File: src/rtl/sfifo_wr_gen_if.sv
// Control, status and FIFO write-port signals for the sfifo write-side traffic generator.
// The master modport is the generator; the slave modport is the controller and FIFO side.
interface sfifo_wr_gen_if #(
  parameter int unsigned DW = 16,
  parameter int unsigned CW = 16
);
  logic          start;
  logic          abort;
  logic          mode;
  logic [DW-1:0] seed;
  logic [CW-1:0] len;
  logic [CW-1:0] gap;
  logic          full;
  logic          ovfl;
  logic          wr_out;
  logic [DW-1:0] din_out;
  logic          busy;
  logic          done;
  logic [CW-1:0] wr_count;
  logic          err;

  modport master (
    input  start, abort, mode, seed, len, gap, full, ovfl,
    output wr_out, din_out, busy, done, wr_count, err
  );

  modport slave (
    output start, abort, mode, seed, len, gap, full, ovfl,
    input  wr_out, din_out, busy, done, wr_count, err
  );
endinterface

File: src/rtl/sfifo_wr_gen.sv
// Write-side traffic generator for sfifo: emits len words (incrementing or 16-bit LFSR)
// gated by full, with a programmable idle gap after each accepted word.
module sfifo_wr_gen #(
  parameter int unsigned DW = 16,
  parameter int unsigned CW = 16
) (
  input logic              clk,
  input logic              rst,
  sfifo_wr_gen_if.master   bus_io
);

  typedef enum logic [1:0] {StIdle, StWrite, StGap, StDone} state_e;

  state_e        state_q;
  logic          mode_q;
  logic [CW-1:0] len_q;
  logic [CW-1:0] gap_q;
  logic [CW-1:0] gap_cnt_q;
  logic [CW-1:0] wr_count_q;
  logic [DW-1:0] data_q;
  logic          err_q;

  logic          accept;
  logic          busy;
  logic [CW-1:0] count_inc;
  logic [DW-1:0] data_next;

  // abort masks the write in the same cycle so no word is accepted on that edge
  assign accept    = (state_q == StWrite) && !bus_io.full && !bus_io.abort;
  assign busy      = (state_q == StWrite) || (state_q == StGap);
  assign count_inc = wr_count_q + CW'(1);
  assign data_next = mode_q ? {data_q[14:0], data_q[15] ^ data_q[13] ^ data_q[12] ^ data_q[10]}
                            : data_q + DW'(1);

  assign bus_io.wr_out   = accept;
  assign bus_io.din_out  = data_q;
  assign bus_io.busy     = busy;
  assign bus_io.done     = (state_q == StDone);
  assign bus_io.wr_count = wr_count_q;
  assign bus_io.err      = err_q;

  always_ff @(posedge clk or negedge rst) begin
    if (!rst) begin
      state_q    <= StIdle;
      mode_q     <= 1'b0;
      len_q      <= '0;
      gap_q      <= '0;
      gap_cnt_q  <= '0;
      wr_count_q <= '0;
      data_q     <= '0;
      err_q      <= 1'b0;
    end else begin
      if (bus_io.ovfl && busy) begin
        err_q <= 1'b1;
      end
      if (bus_io.abort) begin
        state_q <= StIdle;
      end else begin
        unique case (state_q)
          StIdle, StDone: begin
            if (bus_io.start) begin
              mode_q     <= bus_io.mode;
              len_q      <= bus_io.len;
              gap_q      <= bus_io.gap;
              // an all-zero LFSR would lock up, so substitute 1
              data_q     <= (bus_io.mode && bus_io.seed == '0) ? DW'(1) : bus_io.seed;
              wr_count_q <= '0;
              err_q      <= 1'b0;
              state_q    <= (bus_io.len == '0) ? StDone : StWrite;
            end
          end
          StWrite: begin
            if (accept) begin
              wr_count_q <= count_inc;
              data_q     <= data_next;
              if (count_inc == len_q) begin
                state_q <= StDone;
              end else if (gap_q != '0) begin
                gap_cnt_q <= gap_q;
                state_q   <= StGap;
              end
            end
          end
          StGap: begin
            gap_cnt_q <= gap_cnt_q - CW'(1);
            if (gap_cnt_q <= CW'(1)) begin
              state_q <= StWrite;
            end
          end
          default: state_q <= StIdle;
        endcase
      end
    end
  end

endmodule

File: src/flat_wrapper.sv
// flat-port wrapper written by rule: the top's interface ports become plain ports
module sfifo_wr_gen_flat 
#(
  parameter int unsigned DW = 16,
  parameter int unsigned CW = 16
)
  (clk, rst, bus_io_start, bus_io_abort, bus_io_mode, bus_io_seed, bus_io_len, bus_io_gap, bus_io_full, bus_io_ovfl, bus_io_wr_out, bus_io_din_out, bus_io_busy, bus_io_done, bus_io_wr_count, bus_io_err);
  sfifo_wr_gen_if #(.DW(DW), .CW(CW)) bus_io_i ();
  input logic clk;
  input logic rst;
  input wire logic [$bits(bus_io_i.start)-1:0] bus_io_start;
  input wire logic [$bits(bus_io_i.abort)-1:0] bus_io_abort;
  input wire logic [$bits(bus_io_i.mode)-1:0] bus_io_mode;
  input wire logic [$bits(bus_io_i.seed)-1:0] bus_io_seed;
  input wire logic [$bits(bus_io_i.len)-1:0] bus_io_len;
  input wire logic [$bits(bus_io_i.gap)-1:0] bus_io_gap;
  input wire logic [$bits(bus_io_i.full)-1:0] bus_io_full;
  input wire logic [$bits(bus_io_i.ovfl)-1:0] bus_io_ovfl;
  output wire logic [$bits(bus_io_i.wr_out)-1:0] bus_io_wr_out;
  output wire logic [$bits(bus_io_i.din_out)-1:0] bus_io_din_out;
  output wire logic [$bits(bus_io_i.busy)-1:0] bus_io_busy;
  output wire logic [$bits(bus_io_i.done)-1:0] bus_io_done;
  output wire logic [$bits(bus_io_i.wr_count)-1:0] bus_io_wr_count;
  output wire logic [$bits(bus_io_i.err)-1:0] bus_io_err;
  assign bus_io_i.start = bus_io_start;
  assign bus_io_i.abort = bus_io_abort;
  assign bus_io_i.mode = bus_io_mode;
  assign bus_io_i.seed = bus_io_seed;
  assign bus_io_i.len = bus_io_len;
  assign bus_io_i.gap = bus_io_gap;
  assign bus_io_i.full = bus_io_full;
  assign bus_io_i.ovfl = bus_io_ovfl;
  assign bus_io_wr_out = bus_io_i.wr_out;
  assign bus_io_din_out = bus_io_i.din_out;
  assign bus_io_busy = bus_io_i.busy;
  assign bus_io_done = bus_io_i.done;
  assign bus_io_wr_count = bus_io_i.wr_count;
  assign bus_io_err = bus_io_i.err;
  sfifo_wr_gen #(.DW(DW), .CW(CW)) u_core (.clk(clk), .rst(rst), .bus_io(bus_io_i));
endmodule
File: config.mk
export PLATFORM = sky130hd
export DESIGN_NAME = sfifo_wr_gen_flat
export DESIGN_NICKNAME = d
export VERILOG_FILES = /design/src/rtl/sfifo_wr_gen_if.sv /design/src/rtl/sfifo_wr_gen.sv /design/src/flat_wrapper.sv
export SDC_FILE = /design/constraint.sdc
export NUM_CORES = 1
export LEC_CHECK = 0
export BUFFER_PORTS_ARGS = -buffer_cell sky130_fd_sc_hd__buf_2
export CAP_MARGIN = 20
export CORE_AREA = 2 2 98 100
export DETAILED_ROUTE_END_ITERATION = 16
export DIE_AREA = 0 0 100 102
export PLACE_DENSITY_LB_ADDON = 0.08
export SLEW_MARGIN = 15
export SYNTH_ARGS = -nofsm -noshare
export SYNTH_HDL_FRONTEND = slang
export SYNTH_SLANG_ARGS = --single-unit
export TNS_END_PERCENT = 100
File: constraint.sdc
create_clock -name clk -period 4.9 [get_ports clk]
set_clock_uncertainty 0.1 [all_clocks]
set_input_delay 0.735 -clock clk [delete_from_list [all_inputs] [get_ports clk]]
set_output_delay 0.735 -clock clk [all_outputs]
set_load 0.01 [all_outputs]
==> summary.txt <==
Layout
  • Area grow syn2layout: 9.814%
  • Fin util: 0.6640
  • Layout Nets: 722
  • Area of the multi-input gates: 0.003047 mm^2
  • Ant diodes: 0
  • Layout cells sized above 1: 0.2801
  • Finished Cell Area: 0.006048 mm^2
  • Fillers: 818
  • Register area: 0.002102 mm^2

Global routing
  • Largest net degree at the start of global routing: 85
  • Gr ovfl total: 0
  • Global-route wire length before repair: 23090 um
  • Global-route usage over all layers: 0.2821
  • Vias in the first global route: 4703
  • Initial antenna violation count: 0

Timing
  • Setup TNS: 0 ns
  • Final period util: 0.7279
  • Slew margin rel.: 0.3893
  • Final setup viols: 0
  • Fmax: 0.2804 GHz
  • Worst-Margin Slew: 0.9161 ns
  • RSZ-0062 raised after global routing: no
  • Max-slew violation count: 0
  • Tmin final: 3.567 ns
  • Final hold vios: 0

Synthesis
  • Syn Area/Cell: 9.288 um^2
  • Area leader, netlist: dfrtp_1
  • Synth Instances: just under 600
  • Number of flops mapped to enable cells by yosys: 0
  • Top post-synthesis cells by area: dfrtp_1 38%, mux2_2 7.6%, nand2_1 3.3%
  • Share of flip-flops with an asynchronous set or reset: 1.000
  • YS warnings: 0
  • Top cell type's share of synthesized area: 0.3816
  • Dominant cell by count in the synthesized netlist: dfrtp_1
  • Post-synth design cell area: 0.005508 mm^2
  • Yosys reg bits: 84
  • Mapped Nets: 655
  • Top_reg_cell synth: dfrtp_1
  • Post-synth top cells: 84 x dfrtp_1, 49 x nand2_1, 37 x mux2_2, 37 x nor2_1, 35 x o21ai_0
  • Post-synthesis sequential area ratio: 0.3816
  • Distinct cell type count after synthesis: 76

Drt
  • TritonRoute pass-1 iters: 5
  • Mean routed wirelength per cell: 17.90 um
  • Drt drc: 0
  • Via density: between 6 and 7
  • Post-DRT Antenna Nets: 0
  • Via count: 4854
  • Drt initial violations: 349
  • Total Routed Length: 13870 um

Hold path
  • Hold Path Class: input pin to async pin

Clock tree
  • Clk_lat worst skew: 0.35 ns
  • Inserted Clock Buffers: 9
  • Clock sinks: 84
  • TritonCTS clock tree: yes
  • Clock Tree Buf Depth: 2
  • CTS Hold Bufs: 0
  • Post-CTS resize count: 0
  • H-Tree Depth: 3
  • Post-CTS Setup Bufs: 0
  • CTS root buffer: clkbuf_8
  • CTS clk-pin slew, worst paths: roughly 0.080 ns

Floorplanning
  • Die Height: approximately 100 um
  • Initial Utilization: 0.6047
  • Die Span X: 100 um
  • Die area: 0.01020 mm^2
  • Core Area: 0.009109 mm^2
  • Row cnt: 35
  • IO Pins: 91

Setup path
  • Worst-path cell chain: inv_1, ha_1, clkinv_1, nor3_1, buf_2
  • Crit Path Max Fanout: 19
  • Critical Path Max Stage Delay: about 0.66 ns
  • CP max stage cell: clkinv_1
  • Critical Path AT: 2.73 ns
  • Worst Setup Start Kind: register
  • CP Class: register to output pin
  • CP Buf/Inv Count: 3
  • Critical path required time: 4.07 ns
  • Worst Setup End Kind: output pin
  • Kind of cell adding the most delay to the critical path: buffers and inverters

Placement
  • Port bufs: 90
  • Post-DP HPWL: 9780 um
  • Routability-driven placement congestion ratio: ~0.93
  • DP Area: 0.005887 mm^2

Power and ir drop
  • Total power: 3.168 mW
  • Lkg Pwr: between 2 and 3 nW
  • PD cells: 523.8 mW/mm^2
  • Peak VDD IR: about 0.34 mV

Flow run
  • Max-cap viol count: 0

Status
  • Outcome: finished clean
[final timing paths]
path                                               startpoint                                     to  slack [ns]  depth (start not counted)
worst max-delay path            u_core.state_q[1]$_DFFE_PN0P_                          bus_io_wr_out        1.33                          5
worst min-delay path                                      rst            u_core.gap_q[6]$_DFFE_PN0P_        0.33                          1
worst max register to register  u_core.state_q[1]$_DFFE_PN0P_        u_core.gap_cnt_q[2]$_DFFE_PN0P_        1.49                          8
worst min register to register    u_core.bus_io.err$_DFF_PN0_            u_core.bus_io.err$_DFF_PN0_        0.40                          1
max in group asynchronous                                 rst  u_core.bus_io.wr_count[2]$_DFFE_PN0P_        3.85                          1
min in group clk                  u_core.bus_io.err$_DFF_PN0_            u_core.bus_io.err$_DFF_PN0_        0.40                          1
[metal layers]
metal	vias to the layer above	GRT usage	share of wire
met5	-	0	0
met4	0	0.09905	0.022
met3	26	0.03762	0.042
met2	140	0.4787	0.50
met1	2365	0.3748	0.43
li1	2323	-	-
[layout by cell type (no fill, tap or decap), drive strengths merged, types with 3 or more instances in the layout]
cell / Yosys / routed
a211o: 3 / 3
a21o: 5 / 5
a21oi: 24 / 24
a221oi: 5 / 5
a22o: 7 / 7
a31oi: 7 / 7
and2: 3 / 3
and2b: 9 / 9
and3: 7 / 7
and4: 4 / 4
buf: 15 / 95
clkbuf: 24 / 10
clkinv: 1 / 4
dfrtp: 84 / 84
ha: 7 / 7
inv: 28 / 28
mux2: 37 / 37
mux2i: 7 / 7
nand2: 50 / 50
nand3: 27 / 27
nand4: 16 / 16
nor2: 37 / 37
nor2b: 4 / 4
nor3: 25 / 25
nor3b: 4 / 4
nor4: 20 / 20
nor4b: 3 / 3
o211ai: 31 / 31
o21ai: 35 / 35
o22ai: 3 / 3
o311ai: 4 / 4
or3: 5 / 5
or4: 3 / 3
xnor2: 13 / 13
xor2: 11 / 11
[stage by stage]
step | hold WS [ns] | instances | setup slack (ns)
2_1_floorplan | 0.3394 | 593 | 2.187
6_report | 0.3287 | 775 | 1.333
3_5_place_dp | 0.3873 | 760 | 1.547
4_1_cts | 0.4074 | 775 | 1.339
5_1_grt | 0.3969 | 775 | 1.118
3_3_place_gp | 0.3702 | 760 | 1.640
[registers in the layout, indices dropped and copies added (netlist names)]
signal                  cells
u_core.bus_io.din_out      16
u_core.state_q              2
u_core.mode_q               1
u_core.gap_cnt_q           16
u_core.len_q               16
u_core.bus_io.err           1
u_core.gap_q               16
u_core.bus_io.wr_count     16
[worst register-to-register path, cell delays in order, from the launching register on]
cell and delay [ns]:
dfrtp_1 0.41, inv_1 0.09, ha_1 0.56, clkinv_1 0.66, nor3_1 0.33, nand4_1 0.20, a21o_2 0.40, and2_4 0.28
o221a_1 0.26
[where the power goes]
group          total, mW  switching (mW)  internal, mW  leakage [nW]
clock              0.429           0.250         0.179        0.0779
combinational       1.37           0.722         0.643          1.48
sequential          1.37           0.401         0.973          1.02
total               3.17            1.37          1.80          2.57
[cell type report]
| class | instances | share of cell area |
|---|---|---|
| Multi-Input combinational cell | 441 | 0.5037 |
| Tap cell | 111 | 0.02296 |
| Clock inverter | 5 | 0.004965 |
| Timing Repair Buffer | 95 | 0.08171 |
| Inverter | 29 | 0.01800 |
| Sequential cell | 84 | 0.3475 |
| Clock buffer | 10 | 0.02110 |
[cell families (layout without fill, tap and decap cells)]
group,Yosys count,in the layout,share of synthesized area
flops,84,84,0.3816
mux,44,44,0.08837
compound gates,145,145,0.1917
simple gates,221,221,0.2167
buf+inv,68,139,0.06610
xor+xnor,24,24,0.03953
fa+ha+maj,7,7,0.01590
No activity file was read; power rests on OpenSTA's default activity.
